===== src/rtl/ipml_sync_prefetch_fifo_v2_0.sv =====
// Single-clock show-ahead FIFO: simple-dual-port RAM with 1-cycle read latency
// feeding a small register prefetch buffer whose head drives rd_data.
module ipml_sync_prefetch_fifo_v2_0 #(
   parameter int c_DATA_WIDTH  = 32,
   parameter int c_DEPTH_WIDTH = 4,
   parameter int c_PF_DEPTH    = 2,
   parameter int c_AF_LEVEL    = 14,
   parameter int c_AE_LEVEL    = 2
) (
   input  logic                       clk,
   input  logic                       rst,
   input  logic                       flush,
   input  logic [c_DATA_WIDTH-1:0]    wr_data,
   input  logic                       wr_en,
   output logic                       wr_vld,
   output logic [c_DATA_WIDTH-1:0]    rd_data,
   input  logic                       rd_en,
   output logic                       rd_vld,
   output logic                       almost_full,
   output logic                       almost_empty,
   output logic [c_DEPTH_WIDTH:0]     wr_water_level,
   output logic [c_DEPTH_WIDTH+1:0]   rd_water_level,
   output logic                       overflow
);

   localparam int DEPTH = 1 << c_DEPTH_WIDTH;
   localparam logic [c_DEPTH_WIDTH:0]   FULL_L = {1'b1, {c_DEPTH_WIDTH{1'b0}}};
   localparam logic [c_DEPTH_WIDTH:0]   AF_L   = c_AF_LEVEL[c_DEPTH_WIDTH:0];
   localparam logic [c_DEPTH_WIDTH+1:0] AE_L   = c_AE_LEVEL[c_DEPTH_WIDTH+1:0];
   localparam logic [2:0]               PF_L   = c_PF_DEPTH[2:0];

   logic [c_DEPTH_WIDTH-1:0]   wr_ptr_q, wr_ptr_d, rd_ptr_q, rd_ptr_d;
   logic [c_DEPTH_WIDTH:0]     mem_cnt_q, mem_cnt_d;
   logic [c_DEPTH_WIDTH+1:0]   rd_lvl_q, rd_lvl_d;
   logic [2:0]                 pf_cnt_q, pf_cnt_d;
   logic [2:0]                 occ_s, wr_idx_s;
   logic                       inflight_q, inflight_d;
   logic                       ovf_q, ovf_d;
   logic                       full_s, wr_acc_s, pop_s, push_s, rd_issue_s;

   logic [c_DATA_WIDTH-1:0]    mem_q [DEPTH];
   logic [c_DATA_WIDTH-1:0]    ram_q;
   logic [c_DATA_WIDTH-1:0]    pf_q [c_PF_DEPTH];
   logic [c_DATA_WIDTH-1:0]    pf_d [c_PF_DEPTH];

   // Event decode; flush masks every same-cycle write, read issue and pop.
   always_comb begin
      full_s     = (mem_cnt_q == FULL_L);
      wr_acc_s   = wr_en & ~full_s & ~flush;
      pop_s      = (pf_cnt_q != 3'd0) & rd_en & ~flush;
      push_s     = inflight_q & ~flush;
      occ_s      = pf_cnt_q + {2'b00, inflight_q};
      // Reissue on a pop when the buffer plus in-flight word exactly fill it.
      rd_issue_s = ~flush & (mem_cnt_q != {(c_DEPTH_WIDTH+1){1'b0}})
                   & ((occ_s < PF_L) | (pop_s & (occ_s == PF_L)));
      wr_idx_s   = pf_cnt_q - {2'b00, pop_s};
   end

   // Next-state for pointers, counters and sticky overflow.
   always_comb begin
      wr_ptr_d   = wr_ptr_q;
      rd_ptr_d   = rd_ptr_q;
      mem_cnt_d  = mem_cnt_q;
      rd_lvl_d   = rd_lvl_q;
      pf_cnt_d   = pf_cnt_q;
      inflight_d = inflight_q;
      ovf_d      = ovf_q;
      if (flush) begin
         wr_ptr_d   = {c_DEPTH_WIDTH{1'b0}};
         rd_ptr_d   = {c_DEPTH_WIDTH{1'b0}};
         mem_cnt_d  = {(c_DEPTH_WIDTH+1){1'b0}};
         rd_lvl_d   = {(c_DEPTH_WIDTH+2){1'b0}};
         pf_cnt_d   = 3'd0;
         inflight_d = 1'b0;
         ovf_d      = 1'b0;
      end else begin
         wr_ptr_d   = wr_ptr_q + {{(c_DEPTH_WIDTH-1){1'b0}}, wr_acc_s};
         rd_ptr_d   = rd_ptr_q + {{(c_DEPTH_WIDTH-1){1'b0}}, rd_issue_s};
         mem_cnt_d  = mem_cnt_q + {{c_DEPTH_WIDTH{1'b0}}, wr_acc_s}
                                - {{c_DEPTH_WIDTH{1'b0}}, rd_issue_s};
         rd_lvl_d   = rd_lvl_q + {{(c_DEPTH_WIDTH+1){1'b0}}, wr_acc_s}
                               - {{(c_DEPTH_WIDTH+1){1'b0}}, pop_s};
         pf_cnt_d   = pf_cnt_q + {2'b00, push_s} - {2'b00, pop_s};
         inflight_d = rd_issue_s;
         if (wr_en & full_s) begin
            ovf_d = 1'b1;
         end else begin
            ovf_d = ovf_q;
         end
      end
   end

   // Prefetch shift: entries move toward the head on pop, RAM data lands at the tail.
   always_comb begin
      pf_d = pf_q;
      for (int i = 0; i < c_PF_DEPTH; i++) begin
         if (pop_s && ((i + 1) < int'(pf_cnt_q))) begin
            pf_d[i] = pf_q[(i + 1) % c_PF_DEPTH];
         end else begin
            pf_d[i] = pf_q[i];
         end
         if (push_s && (i == int'(wr_idx_s))) begin
            pf_d[i] = ram_q;
         end else begin
            pf_d[i] = pf_d[i];
         end
      end
   end

   // Control state registers.
   always_ff @(posedge clk or posedge rst) begin
      if (rst) begin
         wr_ptr_q   <= {c_DEPTH_WIDTH{1'b0}};
         rd_ptr_q   <= {c_DEPTH_WIDTH{1'b0}};
         mem_cnt_q  <= {(c_DEPTH_WIDTH+1){1'b0}};
         rd_lvl_q   <= {(c_DEPTH_WIDTH+2){1'b0}};
         pf_cnt_q   <= 3'd0;
         inflight_q <= 1'b0;
         ovf_q      <= 1'b0;
      end else begin
         wr_ptr_q   <= wr_ptr_d;
         rd_ptr_q   <= rd_ptr_d;
         mem_cnt_q  <= mem_cnt_d;
         rd_lvl_q   <= rd_lvl_d;
         pf_cnt_q   <= pf_cnt_d;
         inflight_q <= inflight_d;
         ovf_q      <= ovf_d;
      end
   end

   // Prefetch data registers; reset forces rd_data to zero, flush leaves data alone.
   always_ff @(posedge clk or posedge rst) begin
      if (rst) begin
         for (int i = 0; i < c_PF_DEPTH; i++) begin
            pf_q[i] <= {c_DATA_WIDTH{1'b0}};
         end
      end else begin
         pf_q <= pf_d;
      end
   end

   // Inferred simple-dual-port RAM with registered read port.
   always_ff @(posedge clk) begin
      if (wr_acc_s) begin
         mem_q[wr_ptr_q] <= wr_data;
      end
      if (rd_issue_s) begin
         ram_q <= mem_q[rd_ptr_q];
      end
   end

   assign rd_data        = pf_q[0];
   assign rd_vld         = (pf_cnt_q != 3'd0);
   assign wr_vld         = ~full_s;
   assign almost_full    = (mem_cnt_q >= AF_L);
   assign almost_empty   = (rd_lvl_q <= AE_L);
   assign wr_water_level = mem_cnt_q;
   assign rd_water_level = rd_lvl_q;
   assign overflow       = ovf_q;

endmodule


===== config.mk =====
export PLATFORM = sky130hd
export DESIGN_NAME = ipml_sync_prefetch_fifo_v2_0
export DESIGN_NICKNAME = d
export VERILOG_FILES = /design/src/rtl/ipml_sync_prefetch_fifo_v2_0.sv
export SDC_FILE = /design/constraint.sdc
export NUM_CORES = 1
export LEC_CHECK = 0
export CAP_MARGIN = 20
export CORE_UTILIZATION = 45
export DETAILED_ROUTE_END_ITERATION = 8
export GPL_TIMING_DRIVEN = 0
export SYNTH_ARGS = -nofsm -noshare
export SYNTH_HDL_FRONTEND = slang
export SYNTH_SLANG_ARGS = --single-unit

===== constraint.sdc =====
create_clock -name clk -period 9.4 [get_ports clk]
set_clock_uncertainty 0.1 [all_clocks]
set_input_delay 1.88 -clock clk [delete_from_list [all_inputs] [get_ports clk]]
set_output_delay 1.88 -clock clk [all_outputs]
set_load 0.1 [all_outputs]

# Word-level counts from Yosys, hierarchy flattened
# Memories as Yosys holds them, arrays and structs flattened. A register that Yosys moved wholly into a read port is not among the register bits.
# Cells that the tools add are included.
# totals
mem_bits_rw,512
mem_count,1
reg_bits,88
elab_cells,64
output_inout_bits,48
# classes
n_bitwise,12
n_lt_le_gt_ge,5
n_mux,14
add_sub_neg,10
eq_ne,3
reduce_logical,10
# mem_list
name,words,width,read_ports,rd_clocked_by_memory_dff,write_ports,line,text
mem_q,16,32,1,1,1,41,logic [c_DATA_WIDTH-1:0] mem_q [DEPTH];
# ops
op,count
$mux 32,4
$and 1x1->1,9
$add 4x1->4,2
$mux 4,2
$add 3x1->3,2
$add 6x1->6,1
$le 6x2->1 const B,1
$mux 6,1
$reduce_bool 2->1,3
$sub 3x1->3,2
$sub 6x1->6,1
$add 5x1->5,1
$eq 5x5->1 const B,1
$ge 5x4->1 const B,1
$mux 1,5
$mux 5,1
$reduce_bool 5->1,1
$sub 5x1->5,1
$logic_and 1x1->1,4
$eq 2x3->1 const A,1
$eq 3x2->1 const B,1
$logic_not 3->1,1
$lt 1x3->1 const A,1
$lt 2x3->1 const A,1
5 further kinds,6

# Longest topological paths before layout
# Gate-level depths: netlist of the first run.
# logic_depth
depth_word,8
ltp_mapped,14
depth_no_buf,14

# Worst setup path after synthesis of the first run
# Ideal clock, no wire load.
# synth_path
kind,input-to-reg
startpoint,in flush
endpoint,"reg mem_cnt_q[4], in the netlist wr_water_level[4]"
arrival_ps,9612
stages,12
setup_slack_ps,-447
n_path_buf,0
path_cell_list,and3b_1 -> nand2b_1 -> a2111oi_0 -> ha_1 -> inv_1 -> ha_1 -> inv_1 -> fa_1 -> nand2b_1 -> a21oi_1 -> o21a_1 -> nor3_1
# synth_via
elab_chain_len,7
word_cells_on_any_way,10
# synth_rtl
element,line,text
from (decl),12,"input logic flush,"
"parallel branches: the longest is 6 deep, another holds $add 5x1->5",--,
$mux 5 *,68,if (flush) begin
named net mem_cnt_d[4],33,"logic [c_DEPTH_WIDTH:0] mem_cnt_q, mem_cnt_d;"
to (signal assigned),115,mem_cnt_q <= {(c_DEPTH_WIDTH+1){1'b0}};
to (signal assigned),123,mem_cnt_q <= mem_cnt_d;
to (decl),33,
# Mark *: on every way through the listed nets, which the timed path passes.
# A chain may end at the register's enable or synchronous reset.

# Worst setup path after layout of the first run
# Same ends and word-level chain as after synthesis.

==> results.sh, run 1 <==
export IMPL_cts_root_buf="clkbuf_16"
export IMPL_p_int_mw=5.471
export IMPL_synth_ff_type="edfxtp_1"
export IMPL_cp_top_family="compound AO/OA/AOI/OAI gates"
export IMPL_wl_met3_mm=2.845
export IMPL_top_layer="met5"
export IMPL_fin_ws_ps=4015
export IMPL_period_needed_ps=5385
export IMPL_p_switching_mw=2.574
export IMPL_layout_commonest_cell="edfxtp_1"
export IMPL_async_flop_share=0.1392
export IMPL_numCtsBuffers=66
export IMPL_antenna_found_initial=4
export IMPL_synth_area_top_cells="edfxtp_1 (65%), mux4_2 (12%), dfrtp_1 (8.8%), mux2i_1 (2.6%), a22oi_1 (1.9%)"
export IMPL_first_global_vias=13089
export IMPL_wirelength_mm=54.56
export IMPL_ant_nets=0
export IMPL_post_drt_wl_per_cell_um=23.78
export IMPL_fin_util=0.5341
export IMPL_worst_pin_slew_ps=1057
export IMPL_crit_path_top_delay_cell="a2111oi_2"
export IMPL_chipHeight_um=237.7
export IMPL_cp_max_fo=7
export IMPL_yosysUniqueCellTypes=44
export IMPL_power_density_nw_per_um2=273.9
export IMPL_port_buffers=84
export IMPL_gp_congestion=0.7466
export IMPL_worstPathRequired_ps=9760
export IMPL_wl_met2_mm=27.29
export IMPL_final_cell_mix="edfxtp_1 (544), mux4_2 (128), dfrtp_1 (88)"
export IMPL_clkSinkCount=632
export IMPL_maxCapViolCount=0
export IMPL_rows=86
export IMPL_sequentialPowerShare=0.432
export IMPL_clock_fmax_mhz=185.7
export IMPL_clkLatencyLatePin_ps=600
export IMPL_min_path_type="reg2reg"
export IMPL_dp_cells=2174
export IMPL_rsz0062_at_grt="no"
export IMPL_power_leakage_nw=10.30
export IMPL_maxSlewViolCount=0
export IMPL_p_clk_frac=0.298
export IMPL_die_w_um=237.7
export IMPL_criticalPathCategory="in2reg"
export IMPL_slew_headroom=0.2937
export IMPL_tns_ps=0
export IMPL_area_growth_pct=17.45
export IMPL_viasPerCell=5.471
export IMPL_cts_hold_buf=0
export IMPL_max_clock_path_buffers=3
export IMPL_fin_crit_sh=0.5728
export IMPL_finalHoldViolations=0
export IMPL_share_comb_of_total_power=0.270
export IMPL_synth_seq_cells=632
export IMPL_wl_met1_mm=23.14
export IMPL_ir_worst_vdd_mv=0.2418
export IMPL_coreArea_um2=54990
export IMPL_path_buf_inv=4
export IMPL_cp_cell_sequence="clkdlybuf4s50_1, and3b_1, nand2b_1, a2111oi_2, buf_4, ha_1, inv_1, ha_1, inv_1, fa_1, nand2b_1, a21oi_1, o21a_1, nor3_1"
export IMPL_first_iter_violations=1059
export IMPL_grt_first_pass_wirelength_mm=82.88
export IMPL_synth_cells=1309
export IMPL_startpoint_type="primary input"
export IMPL_ctsResizeCount=0
export IMPL_stdcell_count=2294
export IMPL_syn_nets=1378
export IMPL_drtPass1Iterations=5
export IMPL_max_stage_delay_ps=970
export IMPL_design_power_total_mw=8.046
export IMPL_post_dp_hpwl_mm=35.51
export IMPL_worstPathArrival_ps=5750
export IMPL_synth_top_area_cell="edfxtp_1"
export IMPL_io_pins=85
export IMPL_post_synth_cell_area_avg_um2=19.10
export IMPL_place_ws_ps=3376
export IMPL_crit_path_end_kind="flip-flop"
export IMPL_drc=0
export IMPL_initial_core_util=0.4548
export IMPL_synth_edf_count=544
export IMPL_syn_area_um2=25010
export IMPL_grt_max_degree=62
export IMPL_synth_warnings=0
export IMPL_nets=1563
export IMPL_cts_setup_buffers=0
export IMPL_htree_levels=3
export IMPL_ys_seq_area_frac=0.7414
export IMPL_netlist_area_leader_share=0.6533
export IMPL_grt_usage=0.2005
export IMPL_grt_ovfl_total=0
export IMPL_drive_above_1_share=0.2149
export IMPL_die_area_um2=56510
export IMPL_setup_violations=0
export IMPL_vias=12550
export IMPL_swShare=0.3200
export IMPL_cts_tree="built"
export IMPL_clk_pin_slew_ps=60
export IMPL_outcome="finished, final reports clean"
[layout make-up]
type | count | area [um^2]
Clock inverter | 27 | 155.1
Sequential cell | 632 | 18540
Antenna cell | 1 | 2.502
Inverter | 23 | 88.84
Tap cell | 748 | 935.9
Multi-Input combinational cell | 554 | 5858
Buffer | 100 | 639.4
Timing Repair Buffer | 117 | 1340
Clock buffer | 92 | 1812
Fill cell | 4324 | 25620
[kinds of logic after synthesis]
family,count (synthesis),share of synthesized area
AOI/OAI and AO/OA,144,0.03598
xor gates and xnor gates,12,0.004203
adders and majority gates,32,0.01691
buffers and inverters,123,0.02902
DFF,632,0.7414
muxes,192,0.1409
and+or+nand+nor,174,0.03162
[power by group through the flow]
stage	Clock [mW]	Combinational (mW)	Sequential (mW)
2_1_floorplan	0	1.53	3.62
3_3_place_gp	0	2.14	3.54
3_5_place_dp	0	2.20	3.53
4_1_cts	2.44	2.20	3.48
5_1_grt	2.54	2.33	3.50
6_report	2.40	2.17	3.47
[synth_stat cells (23+ instances only)]
cell type and instances:
dfrtp_1 88, edfxtp_1 544, a22oi_1 64, mux2i_1 64, inv_1 23, buf_4 33
a21oi_1 39, nor2_1 59, mux4_2 128, ha_1 29, o21ai_1 30, nand2_1 71
[routing by layer]
layer | vias up | GRT usage
met1 | 6597 | 0.2638
met2 | 308 | 0.3370
met4 | 4 | 0.05728
met5 | - | 0
met3 | 91 | 0.04274
li1 | 5550 | -
[worst min-delay path, stage by stage, from the launching register on]
cell	delay [ps]
edfxtp_1	340
nand2_1	50
o21ai_1	60
[sequential cells by signal, summed over array words and instances, names as in the netlist, 4 cells and up]
name / flops
ram_q: 32
wr_water_level: 5
pf_q: 32
rd_data: 32
rd_water_level: 6
rd_ptr_q: 4
mem_q: 512
wr_ptr_q: 4
[worst paths after layout]
check	depth (start not counted)	from	to	slack (ps)
max	14	flush	wr_water_level[4]$_DFF_PP0_	4020
min	2	ram_q[19]$_DFFE_PN_	rd_data[19]$_DFFE_PP0P_	390
max reg2reg	15	pf_cnt_q[0]$_DFF_PP0_	wr_water_level[4]$_DFF_PP0_	5300
min reg2reg	2	ram_q[19]$_DFFE_PN_	rd_data[19]$_DFFE_PP0P_	390
max in group asynchronous	3	rst	pf_q[3]$_DFFE_PP0P_	7000
min in group asynchronous	2	rst	pf_q[19]$_DFFE_PP0P_	1550
[metrics by stage]
| step | hold slack, ps | instance area (um^2) |
|---|---|---|
| after CTS | 391.6 | 29370 |
| after detailed placement | 368.6 | 27400 |
| after global placement | 367.9 | 26780 |
| final | 386.6 | 29370 |
| after floorplan | 352.4 | 25010 |
| after global routing | 418.1 | 29370 |
(Power assumes the default switching activity.)
==> inputs of run 2 (changes only) <==
==> constraint.sdc (replaced) <==
create_clock -name clk -period 5.45 [get_ports clk]
set_clock_uncertainty 0.1 [all_clocks]
set_input_delay 1.09 -clock clk [delete_from_list [all_inputs] [get_ports clk]]
set_output_delay 1.09 -clock clk [all_outputs]
set_load 0.1 [all_outputs]
==> run 2 against run 1 <==
  * Critical path depth shrank 1
  * Worst setup slack worse by 2700 ps
  * Sequential share of layout area is 0.44 points lower
  * Cell area is 0.70% higher
  * Core utilization rose by 0.37 points
  * Non-clock buffer count fell by 2
  * Register-to-register slack lost 3500 ps
  * First-iteration DRC count grew 3.0%
  * Die area unchanged
  * Global-route usage shrank 0.18 points
  * Count of clock-buffer cells in the layout shrank 7
  * Largest cell class unchanged
==> results.sh, run 2 (same netlist as run 1, synthesis figures left out) <==
export IMPL_first_iter_violations=1091
export IMPL_largest_register="mem_q"
export IMPL_first_global_vias=12924
export IMPL_slew_headroom=0.3397
export IMPL_antenna_cells=0
export IMPL_fin_ws_ps=1299
export IMPL_chipHeight_um=237.7
export IMPL_power_density_nw_per_um2=480.9
export IMPL_min_to="rd_data[22]$_DFFE_PP0P_"
export IMPL_post_drt_wl_per_cell_um=23.58
export IMPL_gp_congestion=0.7699
export IMPL_grt_first_pass_wirelength_mm=81.88
export IMPL_die_w_um=237.7
export IMPL_htree_levels=3
export IMPL_maxSlewViolCount=0
export IMPL_regToRegStartpoint="pf_cnt_q[2]$_DFF_PP0_"
export IMPL_r2r_end="wr_water_level[4]$_DFF_PP0_"
export IMPL_cp_max_fo=8
export IMPL_largest_register_ffs=512
export IMPL_tns_ps=0
export IMPL_r2r_slack_ps=1790
export IMPL_rsz0062_at_grt="no"
export IMPL_worst_pin_slew_ps=987.3
export IMPL_period_needed_ps=4151
export IMPL_post_route_cell_area_um2=29570
export IMPL_max_clock_path_buffers=3
export IMPL_drc=0
export IMPL_clock_fmax_mhz=240.9
export IMPL_grt_max_degree=66
export IMPL_coreArea_um2=54990
export IMPL_place_ws_ps=631.8
export IMPL_startpoint_type="primary input"
export IMPL_clkLatencyLatePin_ps=610
export IMPL_crit_path_end_kind="flip-flop"
export IMPL_drtPass1Iterations=5
export IMPL_fin_crit_sh=0.7617
export IMPL_r2r_cells=14
export IMPL_power_leakage_nw=10.39
export IMPL_ir_worst_vdd_mv=0.4153
export IMPL_port_buffers=84
export IMPL_cts_root_buf="clkbuf_16"
export IMPL_setup_violations=0
export IMPL_ctsResizeCount=0
export IMPL_layout_commonest_cell="edfxtp_1"
export IMPL_maxCapViolCount=0
export IMPL_clk_pin_slew_ps=60
export IMPL_final_cell_mix="edfxtp_1 (544), mux4_2 (128), dfrtp_1 (88)"
export IMPL_worstPathArrival_ps=4500
export IMPL_initial_core_util=0.4548
export IMPL_min_from="ram_q[22]$_DFFE_PN_"
export IMPL_cts_hold_buf=0
export IMPL_nets=1562
export IMPL_die_area_um2=56510
export IMPL_criticalPathCategory="in2reg"
export IMPL_cts_setup_buffers=0
export IMPL_rows=86
export IMPL_viasPerCell=5.439
export IMPL_antenna_found_initial=4
export IMPL_vias=12482
export IMPL_cts_tree="built"
export IMPL_area_growth_pct=18.27
export IMPL_min_path_type="reg2reg"
export IMPL_wirelength_mm=54.12
export IMPL_grt_usage=0.1988
export IMPL_finalHoldViolations=0
export IMPL_outcome="finished, final reports clean"
export IMPL_ant_nets=0
export IMPL_io_pins=85
export IMPL_stdcell_count=2295
export IMPL_dp_cells=2172
export IMPL_min_path_cells=2
export IMPL_grt_ovfl_total=0
export IMPL_numCtsBuffers=67
export IMPL_clkSinkCount=632
export IMPL_post_dp_hpwl_mm=35.62
export IMPL_post_dp_cell_area_um2=27390
export IMPL_drive_above_1_share=0.2191
export IMPL_worstPathRequired_ps=5800
-- run 2: cell types whose count changed in the layout (fill, tap and decap cells not counted), sizes merged --
cell	before	now
diode	1	0
bufinv	0	6
clkinvlp	1	2
inv	27	24
buf	111	109
clkbuf	114	107
clkinv	22	29
-- run 2: worst max-delay path, stage by stage --
cell and delay (ps):
clkdlybuf4s50_1 570, and3b_1 410, nand2b_1 140, a2111oi_4 700
ha_1 360, inv_1 60, ha_1 150, inv_1 60
fa_1 420, nand2b_1 160, a21oi_1 200, o21a_1 140
nor3_1 40
-- run 2: worst max path at each step --
stage	startpoint	slack [ps]	cells after the start	to
after floorplan	wr_water_level[2]$_DFF_PP0_	2	8	mem_q[5][0]$_DFFE_PP_
after detailed placement	flush	630	13	wr_water_level[4]$_DFF_PP0_
after global routing	flush	1000	13	wr_water_level[4]$_DFF_PP0_
after global placement	flush	-2810	6	mem_q[1][14]$_DFFE_PP_
final	flush	1300	13	wr_water_level[4]$_DFF_PP0_
after CTS	flush	1250	13	wr_water_level[4]$_DFF_PP0_
-- run 2: power breakdown --
part | switching (mW) | leakage [nW] | internal [mW]
registers | 0.260 | 6.03 | 5.73
logic | 2.36 | 3.30 | 1.37
clock network | 1.83 | 1.06 | 2.66
-- run 2: area by class of cell --
cell class | count | area, um^2
plain buffers | 100 | 639.4
clock buffers | 85 | 1828
clock inverters | 38 | 355.3
fillers | 4337 | 25410
inverters | 23 | 88.84
multi-input cells | 554 | 5871
flip-flops and latches | 632 | 18540
well taps | 748 | 935.9
repair buffers | 115 | 1319
-- run 2: metal layers --
layer	track usage	share of wire	vias up
met4	0.05611	0.017	4
li1	-	-	5538
met3	0.03751	0.059	69
met1	0.2663	0.42	6539
met5	0	0.00055	-
met2	0.3326	0.50	332
-- run 2: per-stage QoR --
stage          power (mW)  utilization  hold slack (ps)
2_1_floorplan       8.888            -            352.4
3_3_place_gp        9.784       0.4874            371.0
3_5_place_dp        9.876       0.4982            374.6
4_1_cts             14.36       0.5379            391.4
5_1_grt             14.82       0.5379            422.1
6_report            14.22       0.5379            392.7
==> inputs of run 3 (changes only) <==
==> constraint.sdc (replaced) <==
create_clock -name clk -period 3.4 [get_ports clk]
set_clock_uncertainty 0.1 [all_clocks]
set_input_delay 0.68 -clock clk [delete_from_list [all_inputs] [get_ports clk]]
set_output_delay 0.68 -clock clk [all_outputs]
set_load 0.1 [all_outputs]
==> run 3 against run 2 <==
  * Total power up 58%
  * Cell area up 0.68%
  * Via count up 0.58%
  * Flip-flop and latch count unchanged
  * Clock power up 49%
  * Routed wire length up 2.0%
  * Largest cell class unchanged
==> results.sh, run 3 (same netlist as run 1, synthesis figures left out) <==
export IMPL_max_clock_path_buffers=3
export IMPL_chipHeight_um=237.7
export IMPL_regToRegStartpoint="pf_cnt_q[0]$_DFF_PP0_"
export IMPL_port_buffers=84
export IMPL_period_needed_ps=3328
export IMPL_layout_commonest_cell="edfxtp_1"
export IMPL_place_ws_ps=-648.8
export IMPL_initial_core_util=0.4548
export IMPL_rows=86
export IMPL_clkSinkCount=632
export IMPL_area_growth_pct=19.07
export IMPL_min_path_type="in2async"
export IMPL_die_w_um=237.7
export IMPL_maxCapViolCount=0
export IMPL_setup_violations=0
export IMPL_maxSlewViolCount=0
export IMPL_wirelength_mm=55.21
export IMPL_cts_root_buf="clkbuf_16"
export IMPL_drtPass1Iterations=5
export IMPL_power_leakage_nw=10.44
export IMPL_max_stage_delay_ps=950
export IMPL_die_area_um2=56510
export IMPL_grt_max_degree=66
export IMPL_grt_usage=0.2010
export IMPL_clock_fmax_mhz=300.4
export IMPL_gp_congestion=0.7486
export IMPL_slew_headroom=0.3464
export IMPL_path_buf_inv=2
export IMPL_fin_crit_sh=0.9789
export IMPL_rsz0062_at_grt="no"
export IMPL_worst_pin_slew_ps=978.8
export IMPL_grt_first_pass_wirelength_mm=82.74
export IMPL_startpoint="pf_cnt_q[0]$_DFF_PP0_"
export IMPL_largest_register_ffs=512
export IMPL_htree_levels=3
export IMPL_coreArea_um2=54990
export IMPL_ir_worst_vdd_mv=0.7336
export IMPL_power_density_nw_per_um2=754.4
export IMPL_post_dp_hpwl_mm=35.52
export IMPL_fin_ws_ps=71.64
export IMPL_grt_ovfl_total=0
export IMPL_clk_pin_slew_ps=60
export IMPL_vias=12555
export IMPL_largest_register="mem_q"
export IMPL_numCtsBuffers=67
export IMPL_cts_hold_buf=0
export IMPL_viasPerCell=5.456
export IMPL_final_cell_mix="edfxtp_1 (544), mux4_2 (128), dfrtp_1 (83)"
export IMPL_cp_cell_sequence="or3_4, clkbuf_16, clkdlybuf4s50_1"
export IMPL_cp_top_family="buffers and inverters"
export IMPL_startpoint_type="flip-flop"
export IMPL_first_global_vias=12953
export IMPL_worstPathArrival_ps=2550
export IMPL_outcome="finished, final reports clean"
export IMPL_antenna_found_initial=2
export IMPL_crit_path_top_delay_cell="clkdlybuf4s50_1"
export IMPL_clkLatencyLatePin_ps=600
export IMPL_nets=1573
export IMPL_crit_path_end_kind="primary output"
export IMPL_ant_nets=0
export IMPL_cts_tree="built"
export IMPL_design_power_total_mw=22.46
export IMPL_cp_max_fo=5
export IMPL_worstPathRequired_ps=2620
export IMPL_drive_above_1_share=0.2326
export IMPL_finalHoldViolations=0
export IMPL_criticalPathCategory="reg2out"
export IMPL_io_pins=85
export IMPL_first_iter_violations=965
export IMPL_post_drt_wl_per_cell_um=23.99
export IMPL_drc=0
run 3: changes by cell type in the layout (fill, tap and decap cells not counted), moves of 3 or more:
cell,previous run,this run
clkinv_8,3,0
dfrtp_2,0,5
buf_4,35,40
nor3_2,4,0
dfrtp_1,88,83
buf_12,10,20
bufinv_16,6,0
nor3_4,0,4
clkinv_2,6,13
buf_16,3,10
buf_6,25,12
run 3: repair_timing:
action	CTS	global route
pin swaps	1	12
endpoints found under the setup margin	15	194
buffers inserted	1	17
gates cloned	0	0
hold endpoints to repair	0	0
resized for setup	1	2
run 3: final cells by class:
class / count / area, um^2
Timing Repair Buffer: 126 / 1634
Buffer: 100 / 660.6
Sequential cell: 632 / 18540
Clock inverter: 33 / 150.1
Fill cell: 4337 / 25210
Tap cell: 748 / 935.9
Inverter: 23 / 88.84
Multi-Input combinational cell: 554 / 5923
Antenna cell: 1 / 2.502
Clock buffer: 84 / 1836
run 3: power breakdown:
| part | switching [mW] | internal (mW) | total [mW] |
|---|---|---|---|
| logic | 3.82 | 2.31 | 6.13 |
| clock network | 2.88 | 3.81 | 6.69 |
| registers | 0.450 | 9.19 | 9.64 |
| total | 7.15 | 15.3 | 22.5 |
run 3: path summary, 6_finish.rpt:
check	end	slack, ps	cells past startpoint
worst min-delay path	rd_data[23]$_DFFE_PP0P_	310	2
worst max-delay path	rd_vld	70	3
min in group clk	rd_data[0]$_DFFE_PP0P_	380	2
max in group asynchronous	wr_water_level[0]$_DFF_PP0_	2210	3
worst max register to register	wr_water_level[4]$_DFF_PP0_	230	15
worst min register to register	rd_data[0]$_DFFE_PP0P_	380	2
run 3: worst register-to-register path, delay by kind of cell (launching register included):
family                     cells  cell delay [ps]
AOI/OAI and AO/OA              3              310
adders and majority gates      3              790
buffers and inverters          4              460
DFF                            1              440
and+or+nand+nor                5              940
run 3: stage by stage:
stage	cells	setup TNS [ps]	cell area (um^2)	utilization	hold WS (ps)
floorplan	1309	-87610	25210	-	352.4
global placement	2141	-630020	26990	0.4909	373.5
detailed placement	2165	-213520	27510	0.5003	371.6
CTS	2283	0	29500	0.5366	287.5
global route	2301	0	29770	0.5415	334.5
finish	2301	0	29770	0.5415	306.2
run 3: metal layers:
metal | vias up | wire length [um] | GRT usage | part of all wire
li1 | 5546 | - | - | -
met1 | 6594 | 23710 | 0.2747 | 0.43
met2 | 336 | 27360 | 0.3310 | 0.50
met3 | 77 | 3211 | 0.03658 | 0.058
met4 | 2 | 913 | 0.05767 | 0.017
met5 | - | 12 | 0 | 0.00022
